### config.mk
export PLATFORM = sky130hd
export DESIGN_NAME = control_sequencer
export DESIGN_NICKNAME = d
export VERILOG_FILES = /design/src/rtl/control_sequencer.sv
export SDC_FILE = /design/constraint.sdc
export NUM_CORES = 1
export LEC_CHECK = 0
export BUFFER_PORTS_ARGS = -buffer_cell sky130_fd_sc_hd__buf_2
export CORE_MARGIN = 5
export CORE_UTILIZATION = 58
export DETAILED_ROUTE_END_ITERATION = 16
export PLACE_DENSITY = 0.89
export SYNTH_ARGS = -nofsm -noshare
export SYNTH_HDL_FRONTEND = slang
export SYNTH_SLANG_ARGS = --single-unit
export TNS_END_PERCENT = 5
### constraint.sdc
create_clock -name clock -period 5.14 [get_ports clock]
set_input_delay 1.028 -clock clock [delete_from_list [all_inputs] [get_ports clock]]
set_output_delay 1.028 -clock clock [all_outputs]
set_load 0.02 [all_outputs]
### src/rtl/control_sequencer.sv
// control_sequencer: hardwired control unit that steps one instruction
// through fetch (T0..T2) and a class-dependent execute sequence (T3..T6).
// All outputs are registered from the next state and the next decode
// fields, so each output lines up with the state it belongs to and clears
// together with the state on an asynchronous clear.
module control_sequencer (
  input  logic        clock,
  input  logic        clear,
  input  logic        start,
  input  logic [31:0] IR,
  output logic [15:0] Rin,
  output logic [15:0] Rout,
  output logic [7:0]  ctrl_in,
  output logic [7:0]  ctrl_out,
  output logic [13:0] alu_op,
  output logic        Read,
  output logic        busy,
  output logic        done,
  output logic        illegal
);

  // ctrl_in bit positions
  localparam int CI_HI  = 7;
  localparam int CI_LO  = 6;
  localparam int CI_PC  = 5;
  localparam int CI_IR  = 4;
  localparam int CI_Y   = 3;
  localparam int CI_Z   = 2;
  localparam int CI_MAR = 1;
  localparam int CI_MDR = 0;
  // ctrl_out bit positions
  localparam int CO_ZHI = 5;
  localparam int CO_ZLO = 4;
  localparam int CO_PC  = 3;
  localparam int CO_MDR = 2;
  // alu_op bit positions
  localparam int A_INCPC = 13;

  typedef enum logic [2:0] {IDLE, T0, T1, T2, T3, T4, T5, T6} state_t;
  typedef enum logic [1:0] {C_ILL, C_BIN, C_UNA, C_MD} cls_t;

  state_t      state, state_nx;
  logic [4:0]  opc, opc_nx;
  logic [3:0]  ra, rb, rc, ra_nx, rb_nx, rc_nx;
  cls_t        cls, cls_nx;

  logic [15:0] rin_nx, rout_nx;
  logic [7:0]  cin_nx, cout_nx;
  logic [13:0] alu_nx;
  logic        read_nx, busy_nx, done_nx, illegal_nx;

  // IR[14:0] carries no field this unit decodes
  logic unused_ir;
  assign unused_ir = ^IR[14:0];

  function automatic cls_t classify(input logic [4:0] o);
    case (o)
      5'd3, 5'd4, 5'd5, 5'd6, 5'd7, 5'd8, 5'd9, 5'd10, 5'd11: classify = C_BIN;
      5'd17, 5'd18:                                          classify = C_UNA;
      5'd15, 5'd16:                                          classify = C_MD;
      default:                                               classify = C_ILL;
    endcase
  endfunction

  // One-hot ALU select in {IncPC, ADD, SUB, AND, OR, SHR, SHRA, SHL, ROR, ROL, NEG, NOT, MUL, DIV}
  function automatic logic [13:0] alu_sel(input logic [4:0] o);
    case (o)
      5'd3:    alu_sel = 14'b01_0000_0000_0000; // ADD
      5'd4:    alu_sel = 14'b00_1000_0000_0000; // SUB
      5'd5:    alu_sel = 14'b00_0100_0000_0000; // AND
      5'd6:    alu_sel = 14'b00_0010_0000_0000; // OR
      5'd9:    alu_sel = 14'b00_0001_0000_0000; // SHR
      5'd10:   alu_sel = 14'b00_0000_1000_0000; // SHRA
      5'd11:   alu_sel = 14'b00_0000_0100_0000; // SHL
      5'd7:    alu_sel = 14'b00_0000_0010_0000; // ROR
      5'd8:    alu_sel = 14'b00_0000_0001_0000; // ROL
      5'd17:   alu_sel = 14'b00_0000_0000_1000; // NEG
      5'd18:   alu_sel = 14'b00_0000_0000_0100; // NOT
      5'd15:   alu_sel = 14'b00_0000_0000_0010; // MUL
      5'd16:   alu_sel = 14'b00_0000_0000_0001; // DIV
      default: alu_sel = 14'b0;
    endcase
  endfunction

  // Decode fields are captured from IR only on the T2->T3 edge
  always_comb begin
    opc_nx = opc;
    ra_nx  = ra;
    rb_nx  = rb;
    rc_nx  = rc;
    if (state == T2) begin
      opc_nx = IR[31:27];
      ra_nx  = IR[26:23];
      rb_nx  = IR[22:19];
      rc_nx  = IR[18:15];
    end
  end

  assign cls    = classify(opc);
  assign cls_nx = classify(opc_nx);

  // Next-state: fetch is common, execute length depends on the latched class
  always_comb begin
    state_nx = state;
    case (state)
      IDLE:    if (start) state_nx = T0;
      T0:      state_nx = T1;
      T1:      state_nx = T2;
      T2:      state_nx = T3;
      T3:      state_nx = (cls == C_ILL) ? IDLE : T4;
      T4:      state_nx = (cls == C_UNA) ? IDLE : T5;
      T5:      state_nx = (cls == C_BIN) ? IDLE : T6;
      T6:      state_nx = IDLE;
      default: state_nx = IDLE;
    endcase
  end

  // Control word for the state being entered
  always_comb begin
    rin_nx     = '0;
    rout_nx    = '0;
    cin_nx     = '0;
    cout_nx    = '0;
    alu_nx     = '0;
    read_nx    = 1'b0;
    done_nx    = 1'b0;
    illegal_nx = 1'b0;
    busy_nx    = (state_nx != IDLE);
    case (state_nx)
      T0: begin
        cout_nx[CO_PC]   = 1'b1;
        cin_nx[CI_MAR]   = 1'b1;
        cin_nx[CI_Z]     = 1'b1;
        alu_nx[A_INCPC]  = 1'b1;
      end
      T1: begin
        cout_nx[CO_ZLO]  = 1'b1;
        cin_nx[CI_PC]    = 1'b1;
        cin_nx[CI_MDR]   = 1'b1;
        read_nx          = 1'b1;
      end
      T2: begin
        cout_nx[CO_MDR]  = 1'b1;
        cin_nx[CI_IR]    = 1'b1;
      end
      T3: begin
        case (cls_nx)
          C_BIN: begin rout_nx = 16'd1 << rb_nx; cin_nx[CI_Y] = 1'b1; end
          C_UNA: begin rout_nx = 16'd1 << rb_nx; alu_nx = alu_sel(opc_nx); cin_nx[CI_Z] = 1'b1; end
          C_MD:  begin rout_nx = 16'd1 << ra_nx; cin_nx[CI_Y] = 1'b1; end
          default: illegal_nx = 1'b1;
        endcase
      end
      T4: begin
        case (cls_nx)
          C_BIN: begin rout_nx = 16'd1 << rc_nx; alu_nx = alu_sel(opc_nx); cin_nx[CI_Z] = 1'b1; end
          C_MD:  begin rout_nx = 16'd1 << rb_nx; alu_nx = alu_sel(opc_nx); cin_nx[CI_Z] = 1'b1; end
          C_UNA: begin cout_nx[CO_ZLO] = 1'b1; rin_nx = 16'd1 << ra_nx; done_nx = 1'b1; end
          default: ;
        endcase
      end
      T5: begin
        cout_nx[CO_ZLO] = 1'b1;
        if (cls_nx == C_BIN) begin
          rin_nx  = 16'd1 << ra_nx;
          done_nx = 1'b1;
        end else begin
          cin_nx[CI_LO] = 1'b1;
        end
      end
      T6: begin
        cout_nx[CO_ZHI] = 1'b1;
        cin_nx[CI_HI]   = 1'b1;
        done_nx         = 1'b1;
      end
      default: ;
    endcase
  end

  // State and latched decode register
  always_ff @(posedge clock or posedge clear) begin
    if (clear) begin
      state <= IDLE;
      opc   <= '0;
      ra    <= '0;
      rb    <= '0;
      rc    <= '0;
    end else begin
      state <= state_nx;
      opc   <= opc_nx;
      ra    <= ra_nx;
      rb    <= rb_nx;
      rc    <= rc_nx;
    end
  end

  // Registered Moore outputs
  always_ff @(posedge clock or posedge clear) begin
    if (clear) begin
      Rin      <= '0;
      Rout     <= '0;
      ctrl_in  <= '0;
      ctrl_out <= '0;
      alu_op   <= '0;
      Read     <= 1'b0;
      busy     <= 1'b0;
      done     <= 1'b0;
      illegal  <= 1'b0;
    end else begin
      Rin      <= rin_nx;
      Rout     <= rout_nx;
      ctrl_in  <= cin_nx;
      ctrl_out <= cout_nx;
      alu_op   <= alu_nx;
      Read     <= read_nx;
      busy     <= busy_nx;
      done     <= done_nx;
      illegal  <= illegal_nx;
    end
  end

endmodule

==> metrics, run 1 <==
Worst R2R End Rin[0]; grt met2 use 0.362; final setup fails 0; Slew HR 0.519; most frequent cells in the layout buf_2, dfrtp_1, nand2_1; cell count after synthesis 439; crit path launch state[1]; post-synthesis sequential area ratio 0.458; post-cts sizing count 0; Layout area overhead 13.1%; Synth Warn # 0; power share of the sequential group 0.330; num rows 30; total wire length 9810 um; CP required 5.39 ns; Psw between 0.001 and 0.0015 W; Clock Skews 0.0127 ns; total setup buffers inserted after CTS 0; PortBufs 81; FFs w/ async S/R, synth 1.00; die height 94.7 um; clock root buffer clkbuf_8; CP endpoint kind flop; Initial Util 0.605; clk buf depth 2; Mean Syn Cell Area 9.47 um2; area leader, netlist dfrtp_1; worst skew pair latency 0.35 ns; fillcell total between 500 and 600; TritonCTS clock tree done; TNS Setup 0 ns; Max Freq ~280 MHz; CTS Hold Buffers Added 0; Hold Vio Cnt, Final 0; Worst R2R Path Depth 10; status finished clean; Sw Share 0.447; leakage about 2.2 nW; Max-Cap Viols 0; Slew Viols, Final 0; PwrDens 560 nW/um2; Avg WL per Cell 16.3 um; final setup margin 1.51 ns; reg-to-reg slack, setup 1.51 ns; most common cell after layout, fill and taps aside buf_2; met1 Use GR 0.320; Final nets around 540; Worst R2R Start state[1]; CTS clock-pin slew for the worst setup and hold paths 0.07 ns; vias in the first global route 3,247; Initial DRT Pass Iterations 5; synthesized area 4160 um2; Die Wd approximately 95 um; RSZ-0062 raised after global routing false; cell count after placement 587; IO Count 101; Post-synth EDFFs 0; routed vias/inst between 5 and 6; combinational share of power 0.477; worst setup path endpoint Rin[0]; Clock Sinks 76; Place WS 1.60 ns; routing usage on met3 0.0375; Core Footprint 6870 um2; drt drc 0; CTS Buf Count 9; Iter 0 DRT Violations 232; antenna violations before repair 0; top post-synthesis cells by area dfrtp_1, nand2_1, a22oi_1; Most Used Layer, Global Route met2; Worst Path Max Fanout 19; worst path arrival time 3.89 ns; CTS H-tree lvls 3; global placer's final weighted congestion 0.893; CP Launch Type flop; first-pass GRT wire length roughly 16,000 um; pin count of the biggest net entering global routing 40; Hold WC Path Type flop to flop; Layout Cells excl Fill 603; share of cells above drive strength 1 0.233; worst slew pin tran 0.721 ns; Seq cells post-synth 76; dominant synthesized flop cell dfrtp_1; Tot GR Track Use 0.229; Synth cell types 64; Die Area 8960 um2; post-DP HPWL between 7000 and 8000 um; clock power share 0.193; top cell type's share of synthesized area 0.458; Internal 0.00146 W; remaining global-route overflow 0; Final Cycle Share 0.707; final worst path period need 3.63 ns; ant diodes 0; Routed Antenna Nets 0; detailed-route via count 3,547; worst setup path class flop to flop; peak supply drop 407 uV
==> critical path: stages, from the launching register on <==
cell and delay, ns:
dfrtp_1 0.69, and3b_1 0.58, mux2i_1 0.51, or3_1 0.27
o21a_1 0.17, ha_1 0.29, nand4b_1 0.17, a221o_1 0.33
o2111ai_2 0.12, nand2_1 0.19, nor3_1 0.21
==> synthesized netlist by cell type (3+ instances only) <==
| master | n |
|---|---|
| buf_2 | 10 |
| nor2b_1 | 6 |
| nor2_1 | 37 |
| o22a_1 | 6 |
| dfrtp_1 | 76 |
| a21oi_1 | 13 |
| mux2i_1 | 8 |
| inv_1 | 9 |
| ha_1 | 4 |
| a2bb2oi_1 | 6 |
| nor3_1 | 20 |
| a21boi_0 | 3 |
| nand2b_1 | 10 |
| a22oi_1 | 19 |
| nand3_1 | 9 |
| and2_1 | 4 |
| nand3b_1 | 13 |
| o21a_1 | 5 |
| o22ai_1 | 18 |
| buf_6 | 5 |
| o21ai_0 | 13 |
| and3_1 | 3 |
| or3_1 | 3 |
| clkbuf_1 | 7 |
| nor3b_1 | 6 |
| a31oi_1 | 7 |
| buf_4 | 12 |
| nand2_1 | 57 |
| nor4_1 | 3 |
==> sequential cells by signal, summed over array words and instances (netlist names), 2 cells and up <==
| signal | cells |
|---|---|
| Rin | 16 |
| Rout | 16 |
| alu_op | 13 |
| ctrl_in | 6 |
| opc | 5 |
| ra | 4 |
| rb | 4 |
| rc | 4 |
| state | 3 |
| ctrl_out | 2 |
==> how the worst min path moves through the flow <==
stage                     cells after the start   from    end  slack (ns)
final                                         2  ra[2]  ra[2]        0.55
after floorplan                               2  rb[2]  rb[2]        0.50
after global placement                        2  ra[3]  ra[3]        0.52
after CTS                                     2  ra[2]  ra[2]        0.55
after detailed placement                      2  ra[3]  ra[3]        0.53
after global routing                          2  ra[1]  ra[1]        0.58
==> power groups by stage <==
stage	sequential [W]	clock [W]	combinational (W)
4_1_cts	0.000866	0.000514	0.00125
5_1_grt	0.000891	0.000547	0.00137
6_report	0.000871	0.000508	0.00126
2_1_floorplan	0.000831	0	0.00105
3_5_place_dp	0.000878	0	0.00123
3_3_place_gp	0.000866	0	0.00121
==> area by class of cell <==
| cell class | count | area [um2] | share of cell area |
|---|---|---|---|
| inverters | 10 | 37.5 | 0.00798 |
| well taps | 96 | 120 | 0.0255 |
| multi-input cells | 321 | 1990 | 0.423 |
| flip-flops and latches | 76 | 1900 | 0.404 |
| repair buffers | 84 | 428 | 0.0910 |
| clock buffers | 10 | 138 | 0.0293 |
| clock inverters | 6 | 86.3 | 0.0184 |
==> cell families after synthesis <==
family,synth area share
and+or+nand+nor,0.234
other,0.000902
muxes,0.0283
xor gates and xnor gates,0.00211
AOI/OAI and AO/OA,0.199
buffers and inverters,0.0662
adders and majority gates,0.0120
DFF,0.458
==> stage by stage <==
step | utilization | hold slack, ns | power, W | instance area (um2)
floorplan | - | 0.495 | 0.00188 | 4170
global placement | 0.652 | 0.518 | 0.00207 | 4480
detailed placement | 0.652 | 0.534 | 0.00211 | 4480
CTS | 0.685 | 0.551 | 0.00263 | 4700
global route | 0.685 | 0.578 | 0.00281 | 4700
finish | 0.685 | 0.552 | 0.00264 | 4700
==> per-layer routing <==
| layer | routed length (um) | part of all wire | up-vias |
|---|---|---|---|
| li1 | - | - | 1682 |
| met1 | 4320 | 0.44 | 1701 |
| met2 | 4620 | 0.47 | 147 |
| met3 | 696 | 0.071 | 17 |
| met4 | 169 | 0.017 | 0 |
| met5 | 0 | 0 | - |
Note: power is estimated with default switching activity, not from simulation.
==> run 2: changes to the inputs <==
--- a/config.mk
+++ b/config.mk
@@ -7,9 +7,9 @@
 export LEC_CHECK = 0
 export BUFFER_PORTS_ARGS = -buffer_cell sky130_fd_sc_hd__buf_2
 export CORE_MARGIN = 5
-export CORE_UTILIZATION = 58
+export CORE_UTILIZATION = 49
 export DETAILED_ROUTE_END_ITERATION = 16
-export PLACE_DENSITY = 0.89
+export PLACE_DENSITY = 0.8
 export SYNTH_ARGS = -nofsm -noshare
 export SYNTH_HDL_FRONTEND = slang
 export SYNTH_SLANG_ARGS = --single-unit
==> constraint.sdc (replaced) <==
create_clock -name clock -period 3.2 [get_ports clock]
set_input_delay 0.64 -clock clock [delete_from_list [all_inputs] [get_ports clock]]
set_output_delay 0.64 -clock clock [all_outputs]
set_load 0.02 [all_outputs]
==> run 2 against run 1 <==
Utilization down 11 points. Global-route usage is 2.9 points lower. Clock skew down 0.0023 ns. Flip-flop and latch count unchanged. Worst hold slack got worse by 0.22 ns. Non-clock buffer count rose by 10. Worst setup slack worse by 1.3 ns. Critical path depth unchanged. Sequential share of layout area decreased by 0.49 points. Total power increased by 61%. Routed wire length up 4.3%. Register-to-register slack worse by 1.3 ns. Critical path type unchanged. Critical endpoint is now Rout[6]. Largest cell class unchanged.
==> metrics, run 2 (synthesis results as in run 1) <==
status finished clean; Largest delay share family, worst path simple AND/OR/NAND/NOR gates; Final Cycle Share 0.944 (+0.237); CTS Buf Count 9 (unchanged); antenna violations before repair 0 (unchanged); final setup margin 0.179 ns (-1.33 ns); drt drc 0 (unchanged); Initial DRT Pass Iterations 5 (unchanged); post-cts sizing count 0 (unchanged); Initial Util 0.503 (-0.102); Sw Share 0.455 (+0.00779); Max-Cap Viols 0 (unchanged); CTS clock-pin slew for the worst setup and hold paths 0.08 ns (about the same); pin count of the biggest net entering global routing 33 (-18%); Most common cell on crit path inv_1; power share of the sequential group 0.319 (-0.011); most frequent cells in the layout buf_2, dfrtp_1, nand2_1; share of cells above drive strength 1 0.246 (+0.0134); PwrDens 890 nW/um2 (+59%); Avg WL per Cell 16.5 um (+1.3%); Final nets 551 (+1.8%); Max Freq 331 MHz (+20%); Internal 0.00231 W (+59%); Layout area overhead 14.5%; routed vias/inst 5.85 (-0.52%); top flop regs Rin (16), Rout (16), alu_op (13); Place WS 0.165 ns (-1.43 ns); Slew HR 0.558 (+0.0396); Routed Antenna Nets 0 (unchanged); Hold WC Path Type input port to async pin; CTS Hold Buffers Added 0 (unchanged); peak supply drop 469 uV (+15%); leakage 2.29 nW (+2.0%); worst skew pair latency 0.34 ns (about the same); CP max-delay cell nor3b_1; ant diodes 0 (unchanged); Clock Sinks 76 (unchanged); global placer's final weighted congestion 0.891 (-0.17%); final worst path period need 3.02 ns (-0.611 ns); Worst Path Max Fanout 6 (-13); CTS H-tree lvls 3 (unchanged); vias in the first global route 3,422 (+5.4%); fillcell total 758 (+35%); RSZ-0062 raised after global routing false; die height 102 um (+7.9%); clock root buffer clkbuf_8; Psw 0.00193 W (+64%); Die Wd 102 um (+7.9%); final setup fails 0 (unchanged); Clock Skews 0.0104 ns (-0.00226 ns); Iter 0 DRT Violations 233 (+0.43%); remaining global-route overflow 0 (unchanged); post-layout util 0.576 (-0.108); CP endpoint kind flop; CP Launch Type flop; cells along the critical path and3b_1 > mux2i_1 > buf_4 > inv_1 > o21ai_0 > ha_1 > inv_1 > nor3b_1 > a22oi_1 > o22ai_1; most common cell after layout, fill and taps aside buf_2; IO Count 101 (unchanged); total wire length 10,200 um (+4.3%); total setup buffers inserted after CTS 0 (unchanged); slowest cell delay on critical path 0.50 ns (-0.19 ns); PortBufs 81 (unchanged); clock power share 0.165 (-0.028); Tot GR Track Use 0.199 (-0.0295); Slew Viols, Final 0 (unchanged); post-DP HPWL 7640 um (+7.8%); Buffers & Inverters on Critical Path 3 (+3); num rows 33 (+10%); TNS Setup 0 ns (unchanged); Die Area 10,400 um2 (+16%); detailed-route via count 3,634 (+2.5%); worst path arrival time 3.26 ns (-0.63 ns); Tot Pwr 0.00424 W (+61%); CP required 3.44 ns (-1.95 ns); Hold Vio Cnt, Final 0 (unchanged); first-pass GRT wire length 16,400 um (+2.0%); clk buf depth 2 (unchanged); worst setup path class flop to flop; Core Footprint 8260 um2 (+20%); combinational share of power 0.516 (+0.039); TritonCTS clock tree done; worst slew pin tran 0.663 ns (-0.0584 ns)
-- run 2: cell types whose count changed in the layout (fill, tap and decap cells not counted), sizes merged --
cell / previous run / this run
clkinvlp: 1 / 0
inv: 11 / 10
clkinv: 2 / 4
bufinv: 2 / 1
buf: 84 / 94
-- run 2: routing by layer --
| metal | global-route usage | routed length, um | part of all wire |
|---|---|---|---|
| met5 | 0 | 0 | 0 |
| met4 | 0.0807 | 207 | 0.020 |
| met3 | 0.0321 | 765 | 0.075 |
| met2 | 0.315 | 4760 | 0.46 |
| met1 | 0.275 | 4510 | 0.44 |
-- run 2: power by group through the flow --
stage               clock network, W  registers [W]  logic, W
finish                      0.000700        0.00135   0.00219
global route                0.000751        0.00138   0.00238
CTS                         0.000710        0.00134   0.00216
detailed placement                 0        0.00136   0.00215
global placement                   0        0.00134   0.00210
floorplan                          0        0.00134   0.00169
-- run 2: through the flow --
stage               instance area, um2  instances  hold WS (ns)
detailed placement                4560        606         0.523
CTS                               4750        621         0.344
finish                            4760        621         0.330
global route                      4760        621         0.390
floorplan                         4170        442         0.495
global placement                  4560        606         0.516
-- run 2: worst paths after layout --
check,start,endpoint,slack (ns),cells past startpoint
min in group clock,ra[2],ra[2],0.54,2
worst min-delay path,clear,ctrl_in[6],0.33,2
worst min register to register,ra[2],ra[2],0.54,2
worst max register to register,state[2],Rout[6],0.18,10
max in group asynchronous,clear,Rin[2],2.09,3
worst max-delay path,state[2],Rout[6],0.18,10
-- run 2: layout make-up --
type / count / area, um2 / area share
Sequential cell: 76 / 1900 / 0.400
Clock inverter: 5 / 53.8 / 0.0113
Inverter: 10 / 37.5 / 0.00789
Clock buffer: 10 / 128 / 0.0268
Tap cell: 105 / 131 / 0.0276
Multi-Input combinational cell: 321 / 2000 / 0.421
Timing Repair Buffer: 94 / 503 / 0.106
==> run 3: changes to the inputs <==
==> config.mk (replaced) <==
export PLATFORM = sky130hd
export DESIGN_NAME = control_sequencer
export DESIGN_NICKNAME = d
export VERILOG_FILES = /design/src/rtl/control_sequencer.sv
export SDC_FILE = /design/constraint.sdc
export NUM_CORES = 1
export LEC_CHECK = 0
export CORE_MARGIN = 5
export CORE_UTILIZATION = 57
export DETAILED_ROUTE_END_ITERATION = 16
export DONT_BUFFER_PORTS = 1
export PLACE_DENSITY = 0.83
export SLEW_MARGIN = 0
export SYNTH_ARGS = -nofsm -noshare
export SYNTH_HDL_FRONTEND = slang
export SYNTH_SLANG_ARGS = --single-unit
export TNS_END_PERCENT = 5
==> run 3 against run 2 <==
Global-route usage increased by 2.3 points. Combinational power shrank 9.1%. Cell count down 14%. Utilization increased by 2.8 points. Via count decreased by 7.8%. Non-clock buffer count decreased by 82. Sequential share of layout area rose by 3.9 points. First-iteration DRC count increased by 3.0%. Total power decreased by 2.4%. Clock-buffer cell count stayed put.
==> metrics, run 3 (synthesis results as in run 1) <==
status finished clean; Routed Antenna Nets 0 (unchanged); worst setup path class flop to flop; most common cell after layout, fill and taps aside dfrtp_1; reg-to-reg slack, setup 0.19 ns (about the same); CP Launch Type flop; worst slew pin tran 0.685 ns (+0.0227 ns); peak supply drop 403 uV (-14%); cells along the critical path nand3b_2 > nor2_1 > a31oi_1 > or3_1 > o21ai_0 > ha_2 > nand4b_1 > o211ai_1 > nand3b_1 > a21oi_1; RSZ-0062 raised after global routing false; final worst path period need 3.01 ns (-0.0130 ns); Clock Sinks 76 (unchanged); dpl cell area 4140 um2 (-9.2%); Hold Vio Cnt, Final 0 (unchanged); CTS clock-pin slew for the worst setup and hold paths 0.08 ns (about the same); design area 4340 um2 (-8.8%); top flop regs Rin (16), Rout (16), alu_op (13); IO Count 101 (unchanged); Slew HR 0.543 (-0.0151); Core Footprint 7180 um2 (-13%); vias in the first global route 3,097 (-9.5%); Slew Viols, Final 0 (unchanged); flip-flop and latch area 1900 um2 (unchanged); antenna violations before repair 0 (unchanged); PwrDens 953 nW/um2 (+7.0%); clk buf depth 2 (unchanged); num rows 31 (-6.1%); Avg WL per Cell 18.4 um (+12%); most frequent cells in the layout dfrtp_1, nand2_1, nor2_1; PortBufs 0 (-100%); TNS Setup 0 ns (unchanged); Worst R2R Start state[2]; Worst R2R End alu_op[4]; Worst Path Max Fanout 13 (+7); CP required 3.47 ns (+0.03 ns); Worst R2R Path Depth 10 (unchanged); remaining global-route overflow 0 (unchanged); Clock Skews 0.00846 ns (-0.00197 ns); ant diodes 0 (unchanged); worst skew pair latency 0.35 ns (about the same); Final nets 469 (-15%); Die Wd 95.4 um (-6.6%); Initial DRT Pass Iterations 5 (unchanged); total setup buffers inserted after CTS 0 (unchanged); footprint of the multi-input gates 2000 um2 (unchanged); Iter 0 DRT Violations 240 (+3.0%); Layout area overhead 4.39%; CTS H-tree lvls 3 (unchanged); CP max-delay cell or3_1; detailed-route via count 3,352 (-7.8%); post-layout util 0.605 (+0.0283); total wire length 9830 um (-4.0%); final setup fails 0 (unchanged); pin count of the biggest net entering global routing 33 (unchanged); die height 95.4 um (-6.6%); fillcell total 605 (-20%); drt drc 0 (unchanged); CP endpoint kind flop; Initial Util 0.579 (+0.0759); CTS Buf Count 9 (unchanged); slowest cell delay on critical path 0.44 ns (-0.06 ns); TritonCTS clock tree done; leakage 1.86 nW (-19%); Max-Cap Viols 0 (unchanged); Max Freq 332 MHz (+0.43%); worst path arrival time 3.28 ns (+0.02 ns); post-DP HPWL 7180 um (-6.0%); global placer's final weighted congestion 0.933 (+4.7%); share of cells above drive strength 1 0.108 (-0.138); Tot GR Track Use 0.222 (+0.0230); routed vias/inst 6.29 (+7.5%); Final Cycle Share 0.940 (-0.00408); first-pass GRT wire length 15,700 um (-4.4%); clock root buffer clkbuf_8; Hold WC Path Type input port to async pin; Die Area 9100 um2 (-13%)
-- run 3: per-layer routing --
metal,track usage,share of wire,vias up
li1,-,-,1541
met1,0.308,0.43,1634
met2,0.338,0.46,158
met3,0.0560,0.093,19
met4,0.0806,0.019,0
met5,0,0,-
-- run 3: per-stage QoR --
step / hold WS [ns] / power (W) / setup slack [ns] / instances
final: 0.208 / 0.00414 / 0.192 / 533
after detailed placement: 0.539 / 0.00339 / 0.214 / 518
after global placement: 0.513 / 0.00331 / 0.335 / 518
after global routing: 0.260 / 0.00439 / 0.00627 / 533
after CTS: 0.233 / 0.00409 / 0.164 / 533
after floorplan: 0.495 / 0.00303 / 0.556 / 442
-- run 3: cell type report --
cell class                      count  share of cell area
Multi-Input combinational cell    321               0.462
Clock inverter                      5              0.0124
Sequential cell                    76               0.438
Inverter                           10             0.00865
Timing Repair Buffer               12              0.0208
Tap cell                           99              0.0285
Clock buffer                       10              0.0294
-- run 3: power by group --
group | total (W) | internal (W) | switching, W
clock | 0.000700 | 0.000354 | 0.000346
combinational | 0.00199 | 0.000751 | 0.00123
sequential | 0.00145 | 0.00114 | 0.000311
total | 0.00414 | 0.00224 | 0.00189
-- run 3: worst max-delay path by stage --
stage	start	to	slack, ns	cells past startpoint
floorplan	state[0]	Rin[11]	0.56	13
global placement	state[2]	alu_op[4]	0.33	10
detailed placement	state[2]	Rout[2]	0.21	10
CTS	state[2]	Rout[2]	0.16	10
global route	state[2]	alu_op[4]	0.006	10
finish	state[2]	alu_op[4]	0.19	10
-- run 3: critical path: cells and delay by family, from the launching register on --
family / cells / cell delay (ns)
AO/OA/AOI/OAI: 4 / 0.69
adder cells (fa/ha/maj): 1 / 0.32
flip-flops: 1 / 0.42
AND/OR/NAND/NOR: 5 / 1.49
-- run 3: timing repair --
item,in CTS,in global routing
setup endpoints to repair,0,7
gates resized for setup,0,3
hold buffers,0,0
